$ cat config.mk
export PLATFORM = sky130hd
export DESIGN_NAME = mc_axi_txn_limiter
export DESIGN_NICKNAME = d
export VERILOG_FILES = /design/src/rtl/mc_axi_lim_pkg.sv /design/src/rtl/mc_axi_txn_limiter_chk.sv /design/src/rtl/mc_axi_txn_limiter_skid.sv /design/src/rtl/mc_axi_txn_limiter.sv
export SDC_FILE = /design/constraint.sdc
export NUM_CORES = 1
export LEC_CHECK = 0
export ABC_CLOCK_PERIOD_IN_PS = 3400
export BUFFER_PORTS_ARGS = -buffer_cell sky130_fd_sc_hd__buf_4
export CORE_UTILIZATION = 50
export DETAILED_ROUTE_END_ITERATION = 6
export PLACE_DENSITY = 0.79
export RECOVER_POWER = 50
export SLEW_MARGIN = 20
export SYNTH_ARGS = -nofsm -noshare
export SYNTH_HDL_FRONTEND = slang
export SYNTH_SLANG_ARGS = --single-unit
$ cat constraint.sdc
create_clock -name clk -period 3.4 [get_ports clk]
set_clock_uncertainty 0.15 [all_clocks]
set_input_delay 0.51 -clock clk [delete_from_list [all_inputs] [get_ports clk]]
set_output_delay 0.51 -clock clk [all_outputs]
set_load 0.005 [all_outputs]
$ cat src/rtl/mc_axi_lim_pkg.sv
// Shared reset values and counter/watchdog update helpers for the AXI
// transaction limiter.
package mc_axi_lim_pkg;

    localparam logic READY_RST = 1'b1;
    localparam logic VALID_RST = 1'b0;

    // Outstanding counter next value; a decrement at zero holds at zero.
    function automatic logic [31:0] cnt_next(
        input logic [31:0] cnt,
        input logic        inc,
        input logic        dec
    );
        logic [31:0] nxt;
        if (inc && !dec) begin
            nxt = cnt + 32'd1;
        end else if (dec && !inc && (cnt != 32'd0)) begin
            nxt = cnt - 32'd1;
        end else begin
            nxt = cnt;
        end
        return nxt;
    endfunction

    // Watchdog timer next value, saturating at the limit.
    function automatic logic [31:0] tmr_next(
        input logic [31:0] tmr,
        input logic        clr,
        input logic [31:0] limit
    );
        logic [31:0] nxt;
        if (clr) begin
            nxt = 32'd0;
        end else if (tmr >= limit) begin
            nxt = limit;
        end else begin
            nxt = tmr + 32'd1;
        end
        return nxt;
    endfunction

endpackage

$ cat src/rtl/mc_axi_txn_limiter_chk.sv
// Invariant checks for the outstanding counters of the transaction limiter.
module mc_axi_txn_limiter_chk #(
    parameter int MAX_OUTSTANDING = 16,
    parameter int CNT_W           = 5
) (
    input logic             clk,
    input logic             rst,
    input logic [CNT_W-1:0] wr_cnt,
    input logic [CNT_W-1:0] rd_cnt
);

    wr_cnt_bound: assert property (@(posedge clk) disable iff (rst)
        wr_cnt <= CNT_W'(MAX_OUTSTANDING));

    rd_cnt_bound: assert property (@(posedge clk) disable iff (rst)
        rd_cnt <= CNT_W'(MAX_OUTSTANDING));

endmodule

$ cat src/rtl/mc_axi_txn_limiter_skid.sv
// Two-entry address-channel skid buffer with registered ready/valid and an
// external launch enable that only gates the rising edge of m_valid.
module axi_skid_buf
    import mc_axi_lim_pkg::*;
#(
    parameter int W = 80
) (
    input  logic         clk,
    input  logic         rst,
    input  logic         launch_en,
    input  logic         s_valid,
    output logic         s_ready,
    input  logic [W-1:0] s_payload,
    output logic         m_valid,
    input  logic         m_ready,
    output logic [W-1:0] m_payload
);

    logic         head_full_q, head_full_d;
    logic         tail_full_q, tail_full_d;
    logic [W-1:0] head_q, head_d;
    logic [W-1:0] tail_q, tail_d;
    logic         ready_q, ready_d;
    logic         valid_q, valid_d;
    logic         push_s, pop_s;

    // Next-state: pop shifts the tail forward, push fills the first free slot.
    always_comb begin
        push_s      = s_valid && ready_q;
        pop_s       = valid_q && m_ready;
        head_full_d = head_full_q;
        tail_full_d = tail_full_q;
        head_d      = head_q;
        tail_d      = tail_q;

        if (pop_s) begin
            head_full_d = tail_full_q;
            head_d      = tail_q;
            tail_full_d = 1'b0;
        end else begin
            head_full_d = head_full_q;
            head_d      = head_q;
        end

        if (push_s) begin
            if (!head_full_d) begin
                head_full_d = 1'b1;
                head_d      = s_payload;
            end else begin
                tail_full_d = 1'b1;
                tail_d      = s_payload;
            end
        end else begin
            tail_d = tail_d;
        end

        ready_d = !(head_full_d && tail_full_d);

        // A presented request is held regardless of the launch gate.
        if (valid_q && !m_ready) begin
            valid_d = 1'b1;
        end else begin
            valid_d = head_full_d && launch_en;
        end
    end

    // Buffer state registers.
    always_ff @(posedge clk) begin
        if (rst) begin
            head_full_q <= 1'b0;
            tail_full_q <= 1'b0;
            head_q      <= {W{1'b0}};
            tail_q      <= {W{1'b0}};
            ready_q     <= READY_RST;
            valid_q     <= VALID_RST;
        end else begin
            head_full_q <= head_full_d;
            tail_full_q <= tail_full_d;
            head_q      <= head_d;
            tail_q      <= tail_d;
            ready_q     <= ready_d;
            valid_q     <= valid_d;
        end
    end

    assign s_ready   = ready_q;
    assign m_valid   = valid_q;
    assign m_payload = head_q;

endmodule

$ cat src/rtl/mc_axi_txn_limiter.sv
// AXI4 AW/AR admission limiter: calibration gate, per-direction outstanding
// caps, registered address channels and response watchdogs.
module mc_axi_txn_limiter
    import mc_axi_lim_pkg::*;
#(
    parameter int AX_W            = 80,
    parameter int MAX_OUTSTANDING = 16,
    parameter int CNT_W           = $clog2(MAX_OUTSTANDING + 1),
    parameter int TIMEOUT         = 65535,
    parameter int TMR_W           = 16
) (
    input  logic             clk,
    input  logic             rst,
    input  logic             phy_init_done,
    input  logic             s_aw_valid,
    output logic             s_aw_ready,
    input  logic [AX_W-1:0]  s_aw_payload,
    output logic             m_aw_valid,
    input  logic             m_aw_ready,
    output logic [AX_W-1:0]  m_aw_payload,
    input  logic             s_ar_valid,
    output logic             s_ar_ready,
    input  logic [AX_W-1:0]  s_ar_payload,
    output logic             m_ar_valid,
    input  logic             m_ar_ready,
    output logic [AX_W-1:0]  m_ar_payload,
    input  logic             b_valid,
    input  logic             b_ready,
    input  logic             r_valid,
    input  logic             r_ready,
    input  logic             r_last,
    output logic [CNT_W-1:0] wr_outstanding,
    output logic [CNT_W-1:0] rd_outstanding,
    output logic             wr_timeout,
    output logic             rd_timeout,
    output logic             protocol_err
);

    logic [CNT_W-1:0] wr_cnt_q, wr_cnt_d;
    logic [CNT_W-1:0] rd_cnt_q, rd_cnt_d;
    logic [TMR_W-1:0] wr_tmr_q, wr_tmr_d;
    logic [TMR_W-1:0] rd_tmr_q, rd_tmr_d;
    logic             wr_to_q, wr_to_d;
    logic             rd_to_q, rd_to_d;
    logic             perr_q, perr_d;
    logic             aw_hs_s, ar_hs_s, b_hs_s, r_hs_s, r_last_hs_s;
    logic             aw_launch_en_s, ar_launch_en_s;

    // Counters, watchdogs and launch gates. The gate looks at next-cycle
    // counts, so a decrement re-opens launching only from the following cycle.
    always_comb begin
        aw_hs_s     = m_aw_valid && m_aw_ready;
        ar_hs_s     = m_ar_valid && m_ar_ready;
        b_hs_s      = b_valid && b_ready;
        r_hs_s      = r_valid && r_ready;
        r_last_hs_s = r_hs_s && r_last;

        wr_cnt_d = CNT_W'(cnt_next(32'(wr_cnt_q), aw_hs_s, b_hs_s));
        rd_cnt_d = CNT_W'(cnt_next(32'(rd_cnt_q), ar_hs_s, r_last_hs_s));

        wr_tmr_d = TMR_W'(tmr_next(32'(wr_tmr_q),
                                   (wr_cnt_q == {CNT_W{1'b0}}) || b_hs_s,
                                   32'(TIMEOUT)));
        rd_tmr_d = TMR_W'(tmr_next(32'(rd_tmr_q),
                                   (rd_cnt_q == {CNT_W{1'b0}}) || r_hs_s,
                                   32'(TIMEOUT)));

        wr_to_d = wr_to_q || (wr_tmr_d == TMR_W'(TIMEOUT));
        rd_to_d = rd_to_q || (rd_tmr_d == TMR_W'(TIMEOUT));

        perr_d = perr_q
               || (b_hs_s && (wr_cnt_q == {CNT_W{1'b0}}))
               || (r_last_hs_s && (rd_cnt_q == {CNT_W{1'b0}}));

        aw_launch_en_s = phy_init_done && (wr_cnt_d < CNT_W'(MAX_OUTSTANDING));
        ar_launch_en_s = phy_init_done && (rd_cnt_d < CNT_W'(MAX_OUTSTANDING));
    end

    // Counter, timer and sticky flag registers.
    always_ff @(posedge clk) begin
        if (rst) begin
            wr_cnt_q <= {CNT_W{1'b0}};
            rd_cnt_q <= {CNT_W{1'b0}};
            wr_tmr_q <= {TMR_W{1'b0}};
            rd_tmr_q <= {TMR_W{1'b0}};
            wr_to_q  <= 1'b0;
            rd_to_q  <= 1'b0;
            perr_q   <= 1'b0;
        end else begin
            wr_cnt_q <= wr_cnt_d;
            rd_cnt_q <= rd_cnt_d;
            wr_tmr_q <= wr_tmr_d;
            rd_tmr_q <= rd_tmr_d;
            wr_to_q  <= wr_to_d;
            rd_to_q  <= rd_to_d;
            perr_q   <= perr_d;
        end
    end

    axi_skid_buf #(.W(AX_W)) u_aw_buf (
        .clk       (clk),
        .rst       (rst),
        .launch_en (aw_launch_en_s),
        .s_valid   (s_aw_valid),
        .s_ready   (s_aw_ready),
        .s_payload (s_aw_payload),
        .m_valid   (m_aw_valid),
        .m_ready   (m_aw_ready),
        .m_payload (m_aw_payload)
    );

    axi_skid_buf #(.W(AX_W)) u_ar_buf (
        .clk       (clk),
        .rst       (rst),
        .launch_en (ar_launch_en_s),
        .s_valid   (s_ar_valid),
        .s_ready   (s_ar_ready),
        .s_payload (s_ar_payload),
        .m_valid   (m_ar_valid),
        .m_ready   (m_ar_ready),
        .m_payload (m_ar_payload)
    );

    mc_axi_txn_limiter_chk #(
        .MAX_OUTSTANDING (MAX_OUTSTANDING),
        .CNT_W           (CNT_W)
    ) u_chk (
        .clk    (clk),
        .rst    (rst),
        .wr_cnt (wr_cnt_q),
        .rd_cnt (rd_cnt_q)
    );

    assign wr_outstanding = wr_cnt_q;
    assign rd_outstanding = rd_cnt_q;
    assign wr_timeout     = wr_to_q;
    assign rd_timeout     = rd_to_q;
    assign protocol_err   = perr_q;

endmodule

; After elaboration in Yosys (flattened, before gate mapping)
; Index checks and enable logic that the tools add are counted.
[classes]
n_shift = 0
n_div = 0
n_addsub = 6
bitwise = 0
order_cmp = 4
mul = 0
mux = 26
eq_ne = 2
reduce_logical = 43
[op_table]
columns = op, count
row1 = 80-bit two-way mux, 6
row2 = 16-bit two-way mux, 4
row3 = 16-bit by 1-bit adder with 16-bit output (second input constant), 2
row4 = 16-bit == test (second input constant), 2
row5 = 16-bit greater-or-equal comparator (second input constant), 2
row6 = 1-bit logical AND, 23
row7 = 5-bit two-way mux, 4
row8 = 1-bit two-way mux, 12
row9 = 5-bit by 1-bit adder with 5-bit output (second input constant), 2
row10 = 5-bit zero test, 2
row11 = 5-bit < comparator (second input constant), 2
row12 = 5-bit nonzero test, 2
row13 = 5-bit by 1-bit subtractor with 5-bit output (second input constant), 2
row14 = 1-bit zero test, 8
row15 = 1-bit logical OR, 6
row16 = 2-bit AND reduction, 2
[totals]
memories = 0
mem_bits_rw = 0
elab_cells = 100
romBits = 0
latchBits = 0
ff_bits = 373
inputBits = 172

; Logic depth before layout (Yosys ltp)
; Gate-level depths: netlist of run 1.
[depth]
word_depth = 10
ltp_mapped = 8
depth_no_buf = 7

; Modules after synthesis
; From an unflattened synthesis of run 1, not the netlist that was laid out.
[hier_totals]
cells_unflattened = 1792
hier_area_um2 = 18373.9
[modules_own_cells]
columns = mod, area_per_inst_um2, cells_each, n_inst
row1 = axi_skid_buf, 7895.1, 742, 2
row2 = mc_axi_txn_limiter, 2583.7, 308, 1

; Worst setup path before layout of run 1
; No wires, ideal clock.
[synth_timing]
kind = register to register
from = reg wr_tmr_q[0]
to = reg wr_to_q (netlist: wr_timeout)
period_less_slack_ns = 2.142
setup_slack_ns = 1.258
arrival_time_ns = 1.924
path_stages_with_launch = 8
n_path_buf = 1
setup_time_ns = 0.068
cell_sequence = dfxtp_1 ha_1 nand4_2 or4_4 or2_1 buf_6 a21o_1 o2bb2ai_2
[synth_via]
elab_chain_cells = 5
[synth_lines]
columns = item, line_no
row1 = from (decl), mc_axi_txn_limiter.sv:41  ; logic [TMR_W-1:0] wr_tmr_q, wr_tmr_d;
row2 = from (signal assigned), mc_axi_txn_limiter.sv:84  ; wr_tmr_q <= {TMR_W{1'b0}};
row3 = from (signal assigned), mc_axi_txn_limiter.sv:92  ; wr_tmr_q <= wr_tmr_d;
row4 = 16-bit by 1-bit adder with 16-bit output / 16-bit greater-or-equal comparator (equally long branches), "mc_axi_lim_pkg.sv:37, mc_axi_lim_pkg.sv:34"
row5 = 16-bit two-way mux (*), mc_axi_lim_pkg.sv:34  ; end else if (tmr >= limit) begin
row6 = 16-bit two-way mux (*), mc_axi_lim_pkg.sv:32  ; if (clr) begin
row7 = 16-bit == test (*), mc_axi_txn_limiter.sv:68  ; wr_to_d = wr_to_q || (wr_tmr_d == TMR_W'(TIMEOUT));
row8 = 1-bit logical OR (*), mc_axi_txn_limiter.sv:68
row9 = to (signal assigned), mc_axi_txn_limiter.sv:94  ; wr_to_q <= wr_to_d;
row10 = to (decl), mc_axi_txn_limiter.sv:43  ; logic wr_to_q, wr_to_d;
; Mark *: on every way between the ends. The rest lies on a longest branch, timed or not.
; A chain may end at the register's enable or synchronous reset.

; Worst setup path after layout of run 1
[layout_timing]
from = reg u_ar_buf.valid_q (netlist: u_ar_buf.m_valid)
to = reg u_ar_buf.valid_q (netlist: u_ar_buf.m_valid)
[layout_via]
elab_chain_cells = 10
[layout_lines]
columns = item, line_no
row1 = from (decl), mc_axi_txn_limiter_skid.sv:24  ; logic valid_q, valid_d;
row2 = from (signal assigned), mc_axi_txn_limiter_skid.sv:82  ; valid_q <= valid_d;
row3 = 1-bit logical AND, "mc_axi_txn_limiter_skid.sv:30, mc_axi_txn_limiter.sv:53"
row4 = 1-bit zero test, mc_axi_lim_pkg.sv:17  ; end else if (dec && !inc && (cnt != 32'd0)) begin
row5 = 1-bit logical AND (2 in series), mc_axi_lim_pkg.sv:17
row6 = 5-bit two-way mux, mc_axi_lim_pkg.sv:17
row7 = 5-bit two-way mux, mc_axi_lim_pkg.sv:15  ; if (inc && !dec) begin
row8 = 5-bit < comparator, mc_axi_txn_limiter.sv:76  ; ar_launch_en_s = phy_init_done && (rd_cnt_d < CNT_W'(MAX_OUTSTANDING));
row9 = 1-bit logical AND, mc_axi_txn_limiter.sv:76
row10 = 1-bit logical AND, mc_axi_txn_limiter_skid.sv:63  ; valid_d = head_full_d && launch_en;
row11 = 1-bit two-way mux (*), mc_axi_txn_limiter_skid.sv:60  ; if (valid_q && !m_ready) begin
; Marked as above.

==> results of run 1 <==
==> critical path, delay by kind of cell, from the launching register on <==
family                 cells  cell delay, ns
AO/OA/AOI/OAI              2            0.35
buffers and inverters      1            1.18
AND/OR/NAND/NOR            2            0.41
flip-flops                 1            0.36
XOR/XNOR                   1            0.21
==> layer usage <==
layer  global-route usage, %  up-vias  share of wire [%]
met2                    42.8      483                 47
met5                       0        -                  0
met3                    7.31       69                8.7
li1                        -     6944                  -
met1                    30.9     6669                 42
met4                    7.39        0                2.3
==> layout by cell type, fill, tap and decap left out, drive strengths merged, types with 4 or more instances in the layout <==
cell and n:
nor4 7, nand3 18, nor3 9, dfxtp 373, nand2 665, mux2i 5
and3 4, clkinv 4, nor2 186, a22oi 4, clkbuf 234, o21ai 5
or2 4, nand4 11, xnor2 16, buf 192, ha 6, inv 14
xor2 12, and2 7, a311oi 160, a21oi 197
==> layout make-up <==
cell class / instances / area [um^2]
clock inverter: 7 / 70.1
timing repair buffer: 370 / 2680
inverter: 13 / 48.8
sequential: 373 / 7470
fill: 2461 / 10300
multi-input combinational: 1359 / 6840
tap: 384 / 480
clock buffer: 56 / 1150
==> cell families (layout without fill, tap and decap cells) <==
kind of cell	after synthesis	after routing	share of synthesized area, %
multiplexers	8	8	0.562
buffers and inverters	162	446	4.34
flip-flops	373	373	50.0
adder cells (fa/ha/maj)	6	6	0.503
AND/OR/NAND/NOR	930	930	25.0
XOR/XNOR	28	28	1.64
AO/OA/AOI/OAI	387	387	17.9
==> sequential cells by signal (all words and copies together), names as in the netlist <==
register and flops:
u_ar_buf.m_payload 80, u_ar_buf.tail_q 80, u_aw_buf.m_payload 80, u_aw_buf.tail_q 80
rd_tmr_q 16, wr_tmr_q 16, rd_outstanding 5, wr_outstanding 5
protocol_err 1, rd_timeout 1, u_ar_buf.head_full_q 1, u_ar_buf.m_valid 1
u_ar_buf.s_ready 1, u_ar_buf.tail_full_q 1, u_aw_buf.head_full_q 1, u_aw_buf.m_valid 1
u_aw_buf.s_ready 1, u_aw_buf.tail_full_q 1, wr_timeout 1
==> where the power goes <==
part	leakage (uW)	switching, uW	internal, uW
logic	0.00335	758	595
clock network	0.000600	1680	2420
registers	0.00305	181	4680
total	0.00700	2620	7690
==> per-stage QoR <==
stage	setup slack, ns	power [uW]	hold slack (ns)	utilization, %	instance area (um^2)
2_1_floorplan	1.26	5630	0.287	-	14900
3_3_place_gp	0.827	6330	0.291	61.1	17700
3_5_place_dp	0.751	6370	0.297	61.1	17700
4_1_cts	0.794	10500	0.0730	65.3	19000
5_1_grt	0.366	10700	0.0755	64.6	18700
6_report	0.626	10300	0.0928	64.6	18700
==> worst paths after layout <==
path | start | endpoint | slack, ns | cells past startpoint
min reg2reg | u_aw_buf.tail_q[3] | u_aw_buf.tail_q[3] | 0.30 | 2
max | u_ar_buf.m_valid | u_ar_buf.m_valid | 0.63 | 6
max reg2reg | u_ar_buf.m_valid | u_ar_buf.m_valid | 0.63 | 6
min | s_ar_payload[56] | u_ar_buf.tail_q[56] | 0.09 | 3
==> results.cfg, run 1 <==
[status]
status = finished with violations
violations = capacitance limit, slew limit

[route]
vias = 14200
routed_wl_um = 40000
avgViaCountPerCell = 5.53
ant_nets = 0
drc = 0
routed_wire_length_per_instance_um = 15.6
firstDrtPassIters = 7
drtIter0Drc = 1090

[critical_path]
crit_chain = and2_2, buf_2, nand4_1, xnor2_1, a21oi_1, a41o_1
worstPathRequired_ns = 3.66
cp-end-kind = flop
cp.arrival_ns = 3.03
critPathKind = reg2reg
slowest_delay_ns = 1.18
cp-start-kind = flop
crit_slowest_cell = buf_2
crit_fanout = 81

[floorplan]
coreArea_um2 = 29000
pin_count = 349
dieArea_um2 = 30500
start_util_pct = 51.4
fp-row-count = 62
die_w_um = 175
die_h_um = 175

[finish]
nets = 2334
drive_above_1_share_pct = 18.7
syn_to_final_growth_pct = 25.5
fin_cells = 2562
num_antenna_cells = 0

[clock_network]
cts_root_buffer = clkbuf_16
cts_resized = 0
insertion_delay_ns = 0.51
htreeDepth = 2
cts_tree = built
postCtsSetupBuffers = 0
cts_buffer_depth = 3
cts_sinks = 373
cts_hold_buf = 0
numCtsBuffers = 39
path_clk_slew_ns = 0.06

[placed_design]
gp_congestion = 0.857
numPortBuffers = 348
dp_hpwl_um = 25300
placedCellCount = 2499

[global_routing]
grt_overflow = 0
grt_max_degree = 161
antenna_found_initial = 0
grt_pass1_wl_um = 65000
grt_usage_pct = 25.2
first_global_vias = 13400

[synth]
synth_cell_types = 55
synth.most_common_cell = nand2_1
yosys.area.top_type = dfxtp_1
synth_cells = 1894
ys_ff_latch = 373
yosys_most_used_dff = dfxtp_1
synth_area_leaders = dfxtp_1 50%, nand2_1 17%, a311oi_1 9.4%, a21oi_1 6.3%, nor2_1 4.7%
syn_avg_cell_area_um2 = 7.88
yosysWarnings = 0
syn_area_um2 = 14900
syn_nets = 2072
synth_enable_flop_cells = 0
synth_top_cell_area_share_pct = 50.0
async_reset_ff_share_pct = 0
netlist_top_cells_count = 665 x nand2_1, 373 x dfxtp_1, 189 x a21oi_1
yosysSeqAreaShare_pct = 50.0

[power_and_ir_drop]
p_per_area_nw_per_um2 = 550
power_leakage_uw = 0.00700
ir_drop_mv = 0.372

[job]
cap_violations = 1

[timing]
final-setup-viol-count = 0
maxSlewViolCount = 82
grt_setup_unrepaired = no
fmax_ghz = 0.361
hold_violations = 0
final.setup.tns_ns = 0
worstMarginPinSlew_ns = 1.66
fin_crit_ns = 2.77
maxSlewHeadroom_pct = -11.0
finalCritPeriodShare_pct = 81.6

[worst_hold_path]
hp-class = in2reg
Note: power is estimated with default switching activity, not from simulation.
==> run 2: changes to the inputs <==
Settings changed: ABC_CLOCK_PERIOD_IN_PS 3400 to 2590.
Clock period 3.4 ns to 2.59 ns, I/O delays scaled along.
==> results.cfg, run 2 (synthesis results as in run 1) <==
[finish]
num_antenna_cells = 0
nets = 2508
final_cell_mix = 664 x nand2_1, 373 x dfxtp_1, 189 x a21oi_1
drive_above_1_share_pct = 17.8
layout_commonest_cell = nand2_1
fin_area_um2 = 20600
syn_to_final_growth_pct = 37.9

[timing]
final-setup-viol-count = 0
worst_slack_ns = 0.131
maxSlewHeadroom_pct = 40.6
holdWs_ns = 0.0130
hold_violations = 0
final.setup.tns_ns = 0
fin_crit_ns = 2.46
finalCritPeriodShare_pct = 94.9
fmax_ghz = 0.407
worstMarginPinSlew_ns = 0.890
grt_setup_unrepaired = no
maxSlewViolCount = 0

[global_routing]
first_global_vias = 15100
grt_pass1_wl_um = 73700
antenna_found_initial = 0
grt_use_met3_pct = 7.20
grt.busiest_layer = met2
grtUsageMet2_pct = 49.5
grt_max_degree = 174
grt_usage_pct = 28.8
grt_overflow = 0
grt_util_met1_pct = 34.5

[clock_network]
htreeDepth = 2
insertion_delay_ns = 0.52
cts_tree = built
numCtsBuffers = 39
cts_sinks = 373
postCtsSetupBuffers = 0
cts_root_buffer = clkbuf_16
cts_buffer_depth = 3
path_clk_slew_ns = 0.06

[route]
routed_wire_length_per_instance_um = 16.7
drtIter0Drc = 1350
avgViaCountPerCell = 5.62
ant_nets = 0
firstDrtPassIters = 5
vias = 15400
routed_wl_um = 45700
drc = 0

[critical_path]
r2r-end = u_ar_buf.tail_q[14]
r2r_slack_ns = 0.18
startpoint = m_aw_ready
worstPathRequired_ns = 2.83
cp.arrival_ns = 2.70
critPathKind = in2reg
reg2reg_depth = 7
worstReg2RegStart = u_ar_buf.m_valid
cp-start-kind = input pin
crit_fanout = 24
cp-end-kind = flop

[job]
cap_violations = 0

[floorplan]
start_util_pct = 51.4
die_h_um = 175
die_w_um = 175
fp-row-count = 62
pin_count = 349
coreArea_um2 = 29000
dieArea_um2 = 30500

[worst_hold_path]
worstHoldStart = s_ar_payload[62]
worstHoldPathCells = 3
whs_endpoint = u_ar_buf.tail_q[62]
hp-class = in2reg

[power_and_ir_drop]
power_uw = 14300
p_per_area_nw_per_um2 = 694
power_leakage_uw = 0.00778
ir_drop_mv = 0.718

[status]
status = finished clean

[placed_design]
dpl_cell_area_um2 = 17900
gp_congestion = 0.856
dp_slack_ns = 0.162
dp_hpwl_um = 26400
numPortBuffers = 348
run 2: changes by cell type in the layout (fill, tap and decap cells not counted), moves of 4 or more:
cell           before  now
clkbuf_8            7   11
dlygate4sd3_1       0  159
buf_12              7   12
clkbuf_1           60   67
clkbuf_4          126  121
run 2: cell type report:
type / count / area, um^2
fillers: 2157 / 8430
flip-flops and latches: 373 / 7470
multi-input cells: 1360 / 6850
repair buffers: 543 / 4400
clock buffers: 58 / 1200
well taps: 384 / 480
clock inverters: 9 / 145
inverters: 13 / 48.8
run 2: worst max-delay path by stage:
stage | cells past startpoint | slack, ns | to
CTS | 6 | 0.15 | wr_tmr_q[0]
global route | 7 | 0.04 | u_ar_buf.tail_q[30]
finish | 7 | 0.13 | u_aw_buf.m_payload[44]
detailed placement | 6 | 0.16 | wr_tmr_q[0]
floorplan | 7 | 0.45 | wr_timeout
global placement | 7 | 0.26 | u_aw_buf.m_payload[47]
run 2: repair_timing:
action	4_1_cts	5_1_grt
setup endpoints to repair	0	4
endpoints found under the hold margin	159	0
hold buffers	159	0
resized for setup	0	1
run 2: stage by stage:
stage / cells / util (%)
floorplan: 1894 / -
global placement: 2513 / 61.8
global route: 2740 / 71.0
detailed placement: 2513 / 61.8
finish: 2740 / 71.0
CTS: 2739 / 72.0
run 2: power breakdown:
part	total [uW]	switching, uW	internal (uW)
Combinational	2070	1110	961
Sequential	6400	253	6140
Clock	5820	2240	3590
Total	14300	3600	10700
run 2: critical path, cell delays in order:
cell and delay, ns:
dlygate4sd3_1 0.52, clkbuf_1 0.15, and2_2 0.24, mux2_1 0.44, or2_4 0.41, buf_4 0.23
a311oi_1 0.31
run 2: per-layer routing:
metal	share of wire, %	vias to the layer above
li1	-	7308
met1	40	7301
met2	49	665
met3	7.9	130
met4	3.4	0
met5	0	-
==> run 3: changes to the inputs <==
Settings changed: RECOVER_POWER 50 to default.
==> results.cfg, run 3 (synthesis results as in run 1) <==
[power_and_ir_drop]
seqPwrFrac_pct = 44.5
power_uw = 14400
swShare_pct = 25.0
internal_power_uw = 10800
pwr-share-comb_pct = 15.1
p_per_area_nw_per_um2 = 690
p_sw_uw = 3610
clockPowerShare_pct = 40.4
power_leakage_uw = 0.00811
ir_drop_mv = 0.725

[floorplan]
pin_count = 349
fp-row-count = 62
start_util_pct = 51.4
dieArea_um2 = 30500
coreArea_um2 = 29000
die_w_um = 175
die_h_um = 175

[timing]
finalCritPeriodShare_pct = 92.8
fmax_ghz = 0.416
grt_setup_unrepaired = no
maxSlewViolCount = 0
final.setup.tns_ns = 0
hold_violations = 0
worstMarginPinSlew_ns = 0.905
holdWs_ns = 0.0150
maxSlewHeadroom_pct = 39.6
final-setup-viol-count = 0
fin_crit_ns = 2.40

[clock_network]
numCtsBuffers = 39
cts_sinks = 373
cts_root_buffer = clkbuf_16
cts_buffer_depth = 3
cts_tree = built
path_clk_slew_ns = 0.06
insertion_delay_ns = 0.52
htreeDepth = 2

[finish]
drive_above_1_share_pct = 20.6
final_cell_mix = 663 x nand2_1, 373 x dfxtp_1, 367 x buf_4
syn_to_final_growth_pct = 39.9
final_util_pct = 72.0
nets = 2508
num_antenna_cells = 0
layout_commonest_cell = nand2_1

[global_routing]
grt_max_degree = 174
first_global_vias = 15100
grt_pass1_wl_um = 73700
antenna_found_initial = 0
grt_usage_pct = 28.8
grt_overflow = 0

[critical_path]
crit_fanout = 53
cp.arrival_ns = 2.67
cp-end-kind = flop
worstPathRequired_ns = 2.86
critPathKind = reg2reg
crit_slowest_cell = nor2_4
crit_chain = nand2_2, mux2i_1, buf_4, nor2_4, buf_12, nand2_1, a21oi_1
slowest_delay_ns = 0.60
cp-start-kind = flop
r2r_slack_ns = 0.19

[job]
cap_violations = 0

[route]
drtIter0Drc = 1406
routed_wire_length_per_instance_um = 16.8
firstDrtPassIters = 7
drc = 0
routed_wl_um = 45900
ant_nets = 0
vias = 15400
avgViaCountPerCell = 5.63

[placed_design]
dp_hpwl_um = 26400
gp_congestion = 0.856
numPortBuffers = 348

[worst_hold_path]
hp-class = in2reg

[status]
status = finished clean
## run 3: cell count changes in the layout (fill, tap and decap cells not counted), moves of 3 or more
cell	before	now
buf_12	12	16
clkbuf_1	67	6
clkbuf_2	3	0
clkbuf_4	121	0
buf_4	184	367
## run 3: path summary, 6_finish.rpt
path | from | endpoint | cells after the start
worst max register to register | u_ar_buf.m_valid | u_ar_buf.tail_q[14] | 7
worst min-delay path | s_ar_payload[62] | u_ar_buf.tail_q[62] | 3
worst max-delay path | u_ar_buf.m_valid | u_ar_buf.tail_q[14] | 7
worst min register to register | u_aw_buf.tail_q[40] | u_aw_buf.tail_q[40] | 2
## run 3: routing by layer
metal	part of all wire [%]	GRT usage, %	vias up
met5	0	0	-
met3	8.7	7.20	133
li1	-	-	7309
met2	49	49.5	700
met1	39	34.5	7295
met4	3.3	11.1	0
## run 3: power groups by stage
stage | logic [uW] | clock network, uW | registers (uW)
floorplan | 912 | 0 | 6480
global placement | 1870 | 0 | 6490
detailed placement | 1920 | 0 | 6500
CTS | 2120 | 5900 | 6390
global route | 2360 | 6150 | 6440
finish | 2180 | 5820 | 6400
## run 3: critical path: cells and delay by family (launching register included)
family	cells	cell delay, ns
and+or+nand+nor	3	0.80
buffers and inverters	2	0.53
DFF	1	0.40
muxes	1	0.21
AOI/OAI and AO/OA	1	0.18
## run 3: area by class of cell
class	count	area, um^2
fillers	2066	8130
flip-flops and latches	373	7470
multi-input cells	1360	6860
repair buffers	543	4680
clock buffers	58	1200
well taps	384	480
clock inverters	9	145
inverters	13	48.8
## run 3: metrics by stage
| step | worst slack [ns] | cell area, um^2 | instances |
|---|---|---|---|
| floorplan | 0.448 | 14900 | 1894 |
| global placement | 0.256 | 17900 | 2513 |
| detailed placement | 0.162 | 17900 | 2513 |
| CTS | 0.146 | 20900 | 2739 |
| global route | 0.0763 | 20900 | 2740 |
| finish | 0.186 | 20900 | 2740 |
## run 3: what timing repair did
action / 4_1_cts / 5_1_grt
endpoints found under the setup margin: 0 / 4
resized for setup: 0 / 1
setup buffers: 0 / 0
endpoints found under the hold margin: 159 / 0
hold buffers: 159 / 0
